==> src/rtl/uart_tx_arbiter.sv <==
// Round-robin arbiter that shares one UART transmitter between two packetised byte sources.
// A granted source keeps the lock until its last byte is accepted or it stays idle for IDLE_TIMEOUT cycles.
module uart_tx_arbiter #(
  parameter int unsigned IDLE_TIMEOUT = 65535
) (
  input  logic       clk,
  input  logic       reset,
  input  logic       s0_valid,
  input  logic [7:0] s0_byte,
  input  logic       s0_last,
  output logic       s0_ready,
  input  logic       s1_valid,
  input  logic [7:0] s1_byte,
  input  logic       s1_last,
  output logic       s1_ready,
  output logic [7:0] tx_byte,
  output logic       tx_req,
  input  logic       tx_busy,
  output logic       owner,
  output logic       locked,
  output logic       timeout_evt
);

  localparam logic [0:0]  ST_IDLE     = 1'b0;
  localparam logic [0:0]  ST_OWN      = 1'b1;
  localparam logic [15:0] TIMEOUT_CNT = 16'(IDLE_TIMEOUT);

  logic [0:0]  state_q, state_d;
  logic        rr_q, rr_d;
  logic        owner_q, owner_d;
  logic        tx_req_q, tx_req_d;
  logic        timeout_q, timeout_d;
  logic [7:0]  tx_byte_q, tx_byte_d;
  logic [15:0] cnt_q, cnt_d;

  logic [1:0]  src_valid;
  logic [1:0]  src_last;
  logic [1:0]  src_ready;
  logic [7:0]  src_byte [2];

  logic        slot_free;
  logic        own_valid;
  logic        own_last;
  logic        handshake;
  logic [15:0] cnt_inc;
  logic        cnt_hit;

  assign src_valid   = {s1_valid, s0_valid};
  assign src_last    = {s1_last, s0_last};
  assign src_byte[0] = s0_byte;
  assign src_byte[1] = s1_byte;

  // The cycle carrying tx_req is a guard cycle: the UART has not yet raised tx_busy.
  assign slot_free = (state_q == ST_OWN) && !tx_busy && !tx_req_q;

  for (genvar gi = 0; gi < 2; gi++) begin : g_ready
    assign src_ready[gi] = slot_free && (owner_q == 1'(gi));
  end

  assign own_valid = src_valid[owner_q];
  assign own_last  = src_last[owner_q];
  assign handshake = own_valid && src_ready[owner_q];
  assign cnt_inc   = (cnt_q == 16'hFFFF) ? cnt_q : cnt_q + 16'd1;
  assign cnt_hit   = (cnt_inc == TIMEOUT_CNT);

  always_comb begin
    state_d   = state_q;
    rr_d      = rr_q;
    owner_d   = owner_q;
    cnt_d     = cnt_q;
    tx_byte_d = tx_byte_q;
    tx_req_d  = 1'b0;
    timeout_d = 1'b0;
    case (state_q)
      ST_IDLE: begin
        if (|src_valid) begin
          owner_d = (&src_valid) ? rr_q : src_valid[1];
          state_d = ST_OWN;
          cnt_d   = '0;
        end
      end
      ST_OWN: begin
        if (handshake) begin
          tx_byte_d = src_byte[owner_q];
          tx_req_d  = 1'b1;
          cnt_d     = '0;
          if (own_last) begin
            state_d = ST_IDLE;
            rr_d    = ~owner_q;
          end
        end else if (!own_valid) begin
          // Only a silent owner ages the lock; a source blocked by the UART does not.
          cnt_d = cnt_inc;
          if (cnt_hit) begin
            state_d   = ST_IDLE;
            rr_d      = ~owner_q;
            timeout_d = 1'b1;
          end
        end
      end
      default: state_d = ST_IDLE;
    endcase
  end

  always_ff @(posedge clk or negedge reset) begin
    if (!reset) begin
      state_q   <= ST_IDLE;
      rr_q      <= 1'b0;
      owner_q   <= 1'b0;
      cnt_q     <= '0;
      tx_byte_q <= 8'h00;
      tx_req_q  <= 1'b0;
      timeout_q <= 1'b0;
    end else begin
      state_q   <= state_d;
      rr_q      <= rr_d;
      owner_q   <= owner_d;
      cnt_q     <= cnt_d;
      tx_byte_q <= tx_byte_d;
      tx_req_q  <= tx_req_d;
      timeout_q <= timeout_d;
    end
  end

  assign s0_ready    = src_ready[0];
  assign s1_ready    = src_ready[1];
  assign tx_byte     = tx_byte_q;
  assign tx_req      = tx_req_q;
  assign owner       = owner_q;
  assign locked      = (state_q == ST_OWN);
  assign timeout_evt = timeout_q;

endmodule
==> config.mk <==
export PLATFORM = sky130hd
export DESIGN_NAME = uart_tx_arbiter
export DESIGN_NICKNAME = d
export VERILOG_FILES = /design/src/rtl/uart_tx_arbiter.sv
export SDC_FILE = /design/constraint.sdc
export NUM_CORES = 1
export LEC_CHECK = 0
export BUFFER_PORTS_ARGS = -buffer_cell sky130_fd_sc_hd__buf_4
export CAP_MARGIN = 20
export CORE_ASPECT_RATIO = 1.2
export CORE_MARGIN = 2
export CORE_UTILIZATION = 50
export CTS_BUF_LIST = sky130_fd_sc_hd__clkbuf_8
export CTS_CLUSTER_DIAMETER = 150
export DETAILED_ROUTE_END_ITERATION = 8
export PLACE_DENSITY = 0.72
export REMOVE_ABC_BUFFERS = 1
export SYNTH_ARGS = -nofsm -noshare
export SYNTH_HDL_FRONTEND = slang
export SYNTH_SLANG_ARGS = --single-unit
==> constraint.sdc <==
create_clock -name clk -period 2.9 [get_ports clk]
set_input_delay 0.145 -clock clk [delete_from_list [all_inputs] [get_ports clk]]
set_output_delay 0.145 -clock clk [all_outputs]
set_load 0.005 [all_outputs]
==> impl_metrics.json <==
{
  "critPathKind": "reg2reg",
  "clkSinkCount": 29,
  "yosysMostFrequentCell": "dfrtp_1",
  "end_kind": "flip-flop",
  "cp_num_buf_inv": 0,
  "fill_cells": 277,
  "hold_viol": 0,
  "netlist_instances": 210,
  "finalCritPeriodShare_pct": 87.1,
  "grt_first_pass_wirelength_um": 7380,
  "grt_max_degree": 30,
  "io_buffers": 36,
  "wire_per_inst_um": 15.5,
  "cp_top_family": "simple AND/OR/NAND/NOR gates",
  "ys_seq_elements": 29,
  "cp.required_ns": 3.05,
  "slowest_stage": "or4_1",
  "final_nets": 268,
  "worstPathArrival_ns": 2.68,
  "postSynthAreaPerCell_um2": 8.47,
  "clk_pin_slew_worst_paths_ns": 0.06,
  "outcome": "finished clean",
  "ctsHoldBuffers": 1,
  "min_path_cells": 2,
  "critical_path.cell_chain": "ha_1, nand4_2, or4_1, o21ai_2, o21ai_1, nor4_2, a211oi_2",
  "worst_r2r_path_depth": 7,
  "power_density_nw_per_um2": 730,
  "cts_made_buffers": 5,
  "route.vias.total": 1763,
  "hp-class": "in2reg",
  "drive_gt1_share_pct": 24.5,
  "setup_tns_ns": 0,
  "synth_flop_cell": "dfrtp_1",
  "cp.depth": 7,
  "die_w_um": 58.5,
  "post_cts_buffers": 0,
  "dieHeight_um": 69.3,
  "synth-edff-count": 0,
  "rsz0062_at_grt": "false",
  "async_flop_share_pct": 100,
  "postLayoutCoreUtil_pct": 64.5,
  "start_util_pct": 52.8,
  "p_leak_nw": 0.957,
  "clock_skew_ns": 0.00755,
  "drtPass1Iterations": 5,
  "crit_path_max_fanout": 11,
  "ys_warn_count": 0,
  "coreArea_um2": 3370,
  "ant_nets": 0,
  "diodes": 0,
  "dpl.hpwl_um": 3220,
  "finalCriticalPeriod_ns": 2.53,
  "wl_um": 4360,
  "root_buffer": "clkbuf_8",
  "tightest_slew_ns": 0.636,
  "ios": 37,
  "drv_slew": 0,
  "slowest_delay_ns": 0.68,
  "syn_area_um2": 1780,
  "startpoint_type": "flip-flop",
  "area_delta_synth_final_pct": 22.1,
  "drcViolationCount": 0,
  "grt_overflow": 0,
  "ys_top_cells_by_area": "dfrtp_1, a21oi_1, o21ai_0",
  "max_freq_mhz": 396,
  "ctsHtreeMaxLevel": 2,
  "via_per_inst": 6.25,
  "clkLatencyLatePin_ns": 0.28,
  "grt_pass1_vias": 1624,
  "gp_congestion": 0.974,
  "die_area_um2": 4050,
  "yosysTopAreaCell": "dfrtp_1",
  "seqCellArea_um2": 726,
  "first_iter_violations": 149,
  "maxCapViolations": 0,
  "yosys-top-cells-count": "dfrtp_1, a21oi_1, nor2_1, o21ai_0, nand2_1",
  "peakVddDrop_v": 0.000605,
  "row_count": 23,
  "rrSetupSlack_ns": 0.37,
  "finalSetupViolations": 0,
  "cts_resized": 0,
  "cts.path.max_buffers": 2,
  "multi_input_area_um2": 966,
  "grt_use_total_pct": 23.7,
  "antenna_found_initial": 0,
  "ys_types": 44,
  "slew_headroom_pct": 57.2,
  "yosys.area.top_type_share_pct": 40.8,
  "tritoncts": "built",
  "seq_area_frac_synth_pct": 40.8
}
## path summary, 6_finish.rpt
kind | start | endpoint
min reg2reg | tx_byte[4] | tx_byte[4]
max | cnt_q[0] | locked
min in group asynchronous | reset | tx_byte[4]
max in group asynchronous | reset | cnt_q[14]
min | s0_valid | owner
max reg2reg | cnt_q[0] | locked
## per-stage QoR
step | total power [mW] | setup WS [ns] | std cells | area, um^2 | hold slack, ns
2_1_floorplan | 0.948 | 0.653 | 196 | 1710 | -0.151
3_3_place_gp | 1.21 | 0.524 | 273 | 2060 | 0.0837
3_5_place_dp | 1.22 | 0.414 | 273 | 2060 | 0.0892
4_1_cts | 1.60 | 0.407 | 282 | 2170 | 0.0622
5_1_grt | 1.70 | 0.188 | 282 | 2170 | 0.0653
6_report | 1.58 | 0.374 | 282 | 2170 | 0.0690
## cell type report
type,count,area share (%)
clock buffer,7,4.44
tap,37,2.13
sequential,29,33.4
timing repair buffer,41,14.3
multi-input combinational,161,44.5
clock inverter,1,0.230
inverter,6,1.04
## flip-flops by register name (all words and copies together), names as in the netlist
name,cells
timeout_evt,1
tx_req,1
cnt_q,16
owner,1
tx_byte,8
locked,1
rr_q,1
## per-layer routing
layer / track usage (%) / vias to the layer above / share of wire, %
met5: 0 / - / 0
met4: 10.3 / 0 / 2.8
met3: 6.72 / 12 / 6.7
met2: 38.0 / 67 / 49
met1: 29.2 / 836 / 41
li1: - / 848 / -
## where the power goes
group	leakage (nW)	total [mW]	switching (mW)	internal [mW]
Combinational	0.537	0.644	0.341	0.303
Sequential	0.365	0.572	0.0754	0.497
Clock	0.0542	0.368	0.154	0.214
Total	0.957	1.58	0.571	1.01
## layout by cell type, fill, tap and decap left out, types with 2 or more instances in the layout
cell      instances
nor2_1           21
o21ai_0          21
nand4_2           3
a22o_1            3
or3_1             2
a21oi_1          24
clkbuf_8          7
nor4_1            4
and2_1            3
o22ai_1           2
or2_2             2
and3_1            2
mux2i_1           9
buf_4            40
nand4_1           3
o31ai_1           4
nand3_1           7
inv_1             5
nand2_1          17
nand3b_1          2
dfrtp_1          29
nor2b_1           2
mux2_2            2
nor3_1            5
a31oi_1           7
## kinds of logic after synthesis
| family | after synthesis | share of synthesized area (%) |
|---|---|---|
| adder cells (fa/ha/maj) | 1 | 0.703 |
| buffers and inverters | 20 | 4.92 |
| multiplexers | 11 | 6.33 |
| AO/OA/AOI/OAI | 71 | 24.1 |
| AND/OR/NAND/NOR | 78 | 23.2 |
| flip-flops | 29 | 40.8 |
No activity file was read; power rests on OpenSTA's default activity.
